<file path="src/rtl/bnn_comp_pkg.sv">
// ============================================================================
// Module      : bnn_comp_pkg
// Description : Shared constants and types for the compressed-weight encoder.
//               Contains the field widths, the sentinel pointer code, the FSM
//               state encoding and the compressed write record.
// Revision    : 1.0 - initial release
// ============================================================================
`timescale 1ns/1ps
`default_nettype none

package bnn_comp_pkg;

    localparam int WORD_SIZE  = 64;   // bits per weight word
    localparam int NUM_PES    = 64;   // rows per load, one per PE
    localparam int SRAM_DEPTH = 64;   // columns per row
    localparam int IDX_W      = 6;    // width of row / col / ptr fields
    localparam int CNT_W      = 7;    // width of active column count (0..64)
    localparam int NZ_W       = 13;   // width of total nonzero count (0..4096)

    // Pointer code for a zero (or dropped) column; also one past the
    // largest usable packed-value index.
    localparam logic [IDX_W-1:0] IDX_SENTINEL = 6'h3F;

    typedef enum logic [1:0] {
        IDLE   = 2'd0,
        STREAM = 2'd1,
        DONE   = 2'd2
    } state_t;

    typedef struct packed {
        logic [IDX_W-1:0]     row;
        logic [IDX_W-1:0]     idx;
        logic [IDX_W-1:0]     ptr;
        logic [WORD_SIZE-1:0] val;
    } comp_wr_t;

endpackage

`default_nettype wire

</file>
<file path="src/rtl/weight_csr_encoder_col_popcount.sv">
// ============================================================================
// Module      : col_popcount
// Description : Combinational population count of the active-column mask.
//               The caller registers the result.
// Ports       : mask_i  [WIDTH-1:0]  column mask
//               count_o [CNT_W-1:0]  number of set bits in mask_i
// Revision    : 1.0 - initial release
// ============================================================================
`timescale 1ns/1ps
`default_nettype none

module col_popcount #(
    parameter int WIDTH = 64,
    parameter int CNT_W = 7
) (
    input  logic [WIDTH-1:0] mask_i,
    output logic [CNT_W-1:0] count_o
);

    always_comb begin
        count_o = '0;
        for (int i = 0; i < WIDTH; i++) begin
            count_o = count_o + CNT_W'(mask_i[i]);
        end
    end

endmodule

`default_nettype wire

</file>
<file path="src/rtl/weight_csr_encoder.sv">
// ============================================================================
// Module      : weight_csr_encoder
// Description : Converts a row-major stream of dense weight words into the
//               compressed write stream of the weight store (row, column
//               index, packed pointer, value). Zero columns get the sentinel
//               pointer. Also collects the global active-column mask, its
//               popcount, the total stored nonzeros and a sticky overflow
//               flag for rows holding more nonzeros than pointer codes.
// Ports       : clk              clock
//               reset_n          synchronous active-low reset
//               start_i          begin a NUM_PES x SRAM_DEPTH load
//               busy_o           load in progress (STREAM or DONE)
//               done_o           1-cycle pulse, statistics valid
//               in_valid_i       dense word valid
//               in_ready_o       encoder accepting words (STREAM)
//               in_data_i        dense weight word
//               wr_compressed_o  compressed write strobe
//               wr_comp_row_o    PE row
//               wr_comp_idx_o    column index
//               wr_comp_ptr_o    packed-value index or sentinel
//               wr_comp_val_o    stored value (0 for sentinel)
//               active_col_mask_o  columns nonzero in any row
//               active_col_count_o popcount of the mask
//               total_nz_o       nonzero words stored
//               overflow_err_o   sticky row overflow flag
// Revision    : 1.0 - initial release
// ============================================================================
`timescale 1ns/1ps
`default_nettype none

module weight_csr_encoder
    import bnn_comp_pkg::*;
(
    input  logic                  clk,
    input  logic                  reset_n,
    input  logic                  start_i,
    output logic                  busy_o,
    output logic                  done_o,
    input  logic                  in_valid_i,
    output logic                  in_ready_o,
    input  logic [WORD_SIZE-1:0]  in_data_i,
    output logic                  wr_compressed_o,
    output logic [IDX_W-1:0]      wr_comp_row_o,
    output logic [IDX_W-1:0]      wr_comp_idx_o,
    output logic [IDX_W-1:0]      wr_comp_ptr_o,
    output logic [WORD_SIZE-1:0]  wr_comp_val_o,
    output logic [SRAM_DEPTH-1:0] active_col_mask_o,
    output logic [CNT_W-1:0]      active_col_count_o,
    output logic [NZ_W-1:0]       total_nz_o,
    output logic                  overflow_err_o
);

    localparam logic [IDX_W-1:0] LAST_COL = IDX_W'(SRAM_DEPTH - 1);
    localparam logic [IDX_W-1:0] LAST_ROW = IDX_W'(NUM_PES - 1);

    state_t                  state_q, state_d;
    logic [IDX_W-1:0]        row_q;
    logic [IDX_W-1:0]        col_q;
    logic [IDX_W-1:0]        nz_ptr_q;
    comp_wr_t                wr_q;
    logic                    wr_en_q;
    logic                    done_q;
    logic [SRAM_DEPTH-1:0]   mask_q;
    logic [CNT_W-1:0]        count_q;
    logic [NZ_W-1:0]         total_q;
    logic                    err_q;

    logic                    w_accept;
    logic                    w_last_word;
    logic                    w_load_start;
    logic [CNT_W-1:0]        w_popcount;

    assign w_accept     = in_valid_i && (state_q == STREAM);
    assign w_last_word  = (row_q == LAST_ROW) && (col_q == LAST_COL);
    assign w_load_start = (state_q == IDLE) && start_i;

    col_popcount #(
        .WIDTH (SRAM_DEPTH),
        .CNT_W (CNT_W)
    ) u_col_popcount (
        .mask_i  (mask_q),
        .count_o (w_popcount)
    );

    // Next-state logic
    always_comb begin
        state_d = state_q;
        case (state_q)
            IDLE:    if (start_i) state_d = STREAM;
            STREAM:  if (w_accept && w_last_word) state_d = DONE;
            DONE:    state_d = IDLE;
            default: state_d = IDLE;
        endcase
    end

    always_ff @(posedge clk) begin
        if (!reset_n) begin
            state_q  <= IDLE;
            row_q    <= '0;
            col_q    <= '0;
            nz_ptr_q <= '0;
            wr_q     <= '0;
            wr_en_q  <= 1'b0;
            done_q   <= 1'b0;
            mask_q   <= '0;
            count_q  <= '0;
            total_q  <= '0;
            err_q    <= 1'b0;
        end else begin
            state_q <= state_d;
            wr_en_q <= w_accept;
            // done follows the single DONE cycle, so the count loaded
            // there is already visible when done rises.
            done_q  <= (state_q == DONE);

            if (w_load_start) begin
                row_q    <= '0;
                col_q    <= '0;
                nz_ptr_q <= '0;
                mask_q   <= '0;
                count_q  <= '0;
                total_q  <= '0;
                err_q    <= 1'b0;
            end

            if (w_accept) begin
                wr_q.row <= row_q;
                wr_q.idx <= col_q;
                if (in_data_i == '0) begin
                    wr_q.ptr <= IDX_SENTINEL;
                    wr_q.val <= '0;
                end else if (nz_ptr_q != IDX_SENTINEL) begin
                    wr_q.ptr         <= nz_ptr_q;
                    wr_q.val         <= in_data_i;
                    nz_ptr_q         <= nz_ptr_q + 1'b1;
                    mask_q[col_q]    <= 1'b1;
                    total_q          <= total_q + 1'b1;
                end else begin
                    // No pointer code left in this row: drop the value.
                    wr_q.ptr <= IDX_SENTINEL;
                    wr_q.val <= '0;
                    err_q    <= 1'b1;
                end

                // Row wrap overrides the nz_ptr increment above.
                if (col_q == LAST_COL) begin
                    col_q    <= '0;
                    row_q    <= row_q + 1'b1;
                    nz_ptr_q <= '0;
                end else begin
                    col_q <= col_q + 1'b1;
                end
            end

            if (state_q == DONE) begin
                count_q <= w_popcount;
            end
        end
    end

    assign busy_o             = (state_q != IDLE);
    assign in_ready_o         = (state_q == STREAM);
    assign done_o             = done_q;
    assign wr_compressed_o    = wr_en_q;
    assign wr_comp_row_o      = wr_q.row;
    assign wr_comp_idx_o      = wr_q.idx;
    assign wr_comp_ptr_o      = wr_q.ptr;
    assign wr_comp_val_o      = wr_q.val;
    assign active_col_mask_o  = mask_q;
    assign active_col_count_o = count_q;
    assign total_nz_o         = total_q;
    assign overflow_err_o     = err_q;

endmodule

`default_nettype wire
</file>
<file path="config.mk">
export PLATFORM = sky130hd
export DESIGN_NAME = weight_csr_encoder
export DESIGN_NICKNAME = d
export VERILOG_FILES = /design/src/rtl/bnn_comp_pkg.sv /design/src/rtl/weight_csr_encoder_col_popcount.sv /design/src/rtl/weight_csr_encoder.sv
export SDC_FILE = /design/constraint.sdc
export NUM_CORES = 1
export LEC_CHECK = 0
export BUFFER_PORTS_ARGS = -buffer_cell sky130_fd_sc_hd__buf_2
export CAP_MARGIN = 30
export CORE_ASPECT_RATIO = 1.1
export CORE_MARGIN = 2
export CORE_UTILIZATION = 52
export DETAILED_ROUTE_END_ITERATION = 8
export PLACE_DENSITY_LB_ADDON = 0.15
export SLEW_MARGIN = 20
export SYNTH_ARGS = -nofsm -noshare
export SYNTH_HDL_FRONTEND = slang
export SYNTH_HIERARCHICAL = 1
export SYNTH_SLANG_ARGS = --single-unit
</file>
<file path="constraint.sdc">
create_clock -name clk -period 18.8 [get_ports clk]
set_clock_uncertainty 0.15 [all_clocks]
set_input_delay 1.88 -clock clk [delete_from_list [all_inputs] [get_ports clk]]
set_output_delay 1.88 -clock clk [all_outputs]
set_load 0.03 [all_outputs]
</file>
==> metrics <==
VDD IR max=0.0657 mV; Syn Inst Count=1052; RSZ-0062 raised after global routing=no; Worst-Margin Slew=0.972 ns; final wirelength=24900 µm; CTS max path bufs=2; CP required=18.93 ns; Hold Path Class=reg -> reg; synth cell count leaders=dfxtp_1, nand2_1, a21oi_1; critical path type=reg -> reg; worst r2r dst=active_col_count_o[6]$_SDFFE_PN0P_; placer congestion estimate=0.832; Die X=130 µm; Crit path arrival time=6.40 ns; synthesized area=9080 µm²; Pins Over Slew Limit=0; die area=18500 µm²; vias in the first global route=7917; fin area=10900 µm²; first-pass GRT wire length=39500 µm; footprint of the multi-input gates=4660 µm²; drt initial violations=615; Slowest cell on crit path=fa_1; clock sinks=189; register bit count reported by yosys=189; critical path's top delay family=adder cells; GRT overflow=0; crit share post-route=33.3%; WP buf/inv=6; Reg area=3780 µm²; R2R Setup Slk=12.53 ns; Post CTS Setup Buffer Count=0; Rows=50; largest area contributor in the synthesized netlist=dfxtp_1; HPWL after detailed placement=17300 µm; Fin. Hold Viols=0; Worst slew margin=35.2%; Final min period=6.27 ns; P&R area growth vs syn=20.1%; top-count cell post-synth=dfxtp_1; Critical Path, Cell by Cell=fa_1 > inv_1 > fa_1 > inv_1 > fa_1 > inv_1 > fa_1 > inv_1 > fa_1 > inv_1 > fa_1 > fa_1 > fa_1 > inv_1 > ha_1 > fa_1 > a211o_2 > a21oi_1 > o21bai_1 > a22oi_1 > nor2_1; Area contributors post-synth=dfxtp_1, fa_1, nand2_1, a21oi_1, nand3_1; number of flops mapped to enable cells by yosys=0; CP endpoint kind=flip-flop; port bufs=238; core box area=17100 µm²; fill count=1471; Top FF cell, synth=dfxtp_1; largest net degree at the start of global routing=93; Critical Path Sink=active_col_count_o[6]$_SDFFE_PN0P_; register area share after synthesis=41.7%; most frequent CP cell=fa_1; Layout Utilization=63.8%; CTS Buf Count=17; P per Cell Area=76.0 nW/µm²; Async SR Flop Fraction=0%; DP Area=10300 µm²; TritonCTS clock tree=built; Critical Path Stages=21; antenna cell count=0; reg2reg start=active_col_mask_o[53]$_SDFF_PN0_; Finish-stage setup viols=0; Worst-Skew Late Latency=0.43 ns; yosys warns=6; LEAKAGE=4.74 nW; Die Y=143 µm; I/O pin total=239; layout cells sized above 1=23.4%; hold buffer count at cts=0; # resized after CTS=0; Critical Path Source Type=flip-flop; DR pass1 iterations=7; initial antenna violation count=0; CTS root buffer=clkbuf_16; WL/cell=16.7 µm; setup TNS=0 ns; Synth top area share=41.7%; final net count=1390; Via Count=8169; H-Tree Depth=4; Avg Vias per Cell=5.46; number of max-cap violations=0; initial core utilization=53.2%; f_max=0.160 GHz; Clock transition at path regs=0.07 ns; Post-Syn Area per Cell=8.63 µm²; cell depth of the worst hold path=2; Mapped Nets=1193; critical path startpoint=active_col_mask_o[53]$_SDFF_PN0_; Tot GR Track Use=27.1%; max incr delay on CP=0.54 ns; Worst R2R Path Depth=21; status=completed; post-synth cell types=64; Routed Antenna Nets=0; Critical Path Fanout Max=3; # DRC=0
## where the power goes
group	switching (mW)	total [mW]	leakage [nW]	internal [mW]
Combinational	0.0495	0.0684	2.93	0.0189
Clock	0.156	0.349	0.279	0.193
Sequential	0.00415	0.412	1.53	0.407
Total	0.210	0.829	4.74	0.619
## sequential cells by signal (all words and copies together), names as in the netlist, 7 cells and up
register / flops
active_col_mask_o: 64
wr_comp_val_o: 64
total_nz_o: 13
active_col_count_o: 7
## area by class of cell
cell class,count,share of cell area (%)
repair buffers,245,11.6
inverters,91,3.15
clock buffers,21,4.32
well taps,234,2.69
clock inverters,10,0.815
multi-input cells,705,42.7
flip-flops and latches,189,34.7
## metrics by stage
stage | setup WS, ns | cells | hold WS [ns] | power [mW]
2_1_floorplan | 12.62 | 1052 | 0.304 | 0.463
3_3_place_gp | 12.64 | 1463 | 0.285 | 0.488
3_5_place_dp | 12.51 | 1463 | 0.290 | 0.488
4_1_cts | 12.52 | 1494 | 0.299 | 0.834
5_1_grt | 12.34 | 1495 | 0.316 | 0.858
6_report | 12.53 | 1495 | 0.297 | 0.829
## per-layer routing
metal	global-route usage [%]	part of all wire [%]
met3	6.77	6.7
met4	11.5	2.9
met5	0	0
met1	34.2	42
met2	44.3	49
## cells in the final DEF (no fill, tap or decap), types with 4 or more instances in the layout
cell type	synthesis	routed
ha_1	19	19
a41o_1	4	4
o31ai_1	34	34
and2_1	5	4
clkinv_2	0	6
nor4_1	17	17
nand3b_1	5	5
nor3_1	10	10
nor2_1	39	39
a21oi_1	100	99
dfxtp_1	189	189
fa_1	54	54
o21ai_1	8	8
buf_4	6	6
a22oi_1	9	9
nor2b_1	4	4
a31oi_1	7	7
nor3b_1	6	6
or3_1	6	6
and3_1	9	9
nand4_1	7	7
buf_2	14	238
o21ai_0	39	39
nand2_1	182	182
inv_1	90	90
nand3_1	84	84
o211ai_1	9	9
clkbuf_16	0	17
## worst reg2reg max path: cells and delay by family, from the launching register on
kind,cells,cell delay [ns]
DFF,1,0.34
AOI/OAI and AO/OA,4,0.72
adders and majority gates,10,4.59
buffers and inverters,6,0.30
and+or+nand+nor,1,0.06
## worst min path at each step
stage                                         startpoint                              to  slack (ns)
after floorplan                      row_q[5]$_SDFF_PN0_   wr_comp_row_o[5]$_SDFFE_PN0P_        0.30
after global placement    wr_comp_val_o[48]$_SDFFE_PN0P_  wr_comp_val_o[48]$_SDFFE_PN0P_        0.28
after detailed placement  wr_comp_val_o[27]$_SDFFE_PN0P_  wr_comp_val_o[27]$_SDFFE_PN0P_        0.29
after CTS                  wr_comp_val_o[8]$_SDFFE_PN0P_   wr_comp_val_o[8]$_SDFFE_PN0P_        0.30
after global routing      wr_comp_val_o[39]$_SDFFE_PN0P_  wr_comp_val_o[39]$_SDFFE_PN0P_        0.32
final                     wr_comp_val_o[62]$_SDFFE_PN0P_  wr_comp_val_o[62]$_SDFFE_PN0P_        0.30
## kinds of logic (layout without fill, tap and decap cells)
family,count (synthesis),after routing,synth area share [%]
flip-flops,189,189,41.7
AO/OA/AOI/OAI,238,238,16.2
XOR/XNOR,4,4,0.386
adder cells (fa/ha/maj),73,73,14.5
buffers and inverters,158,367,7.14
AND/OR/NAND/NOR,390,390,20.1
No activity file was read; power rests on OpenSTA's default activity.
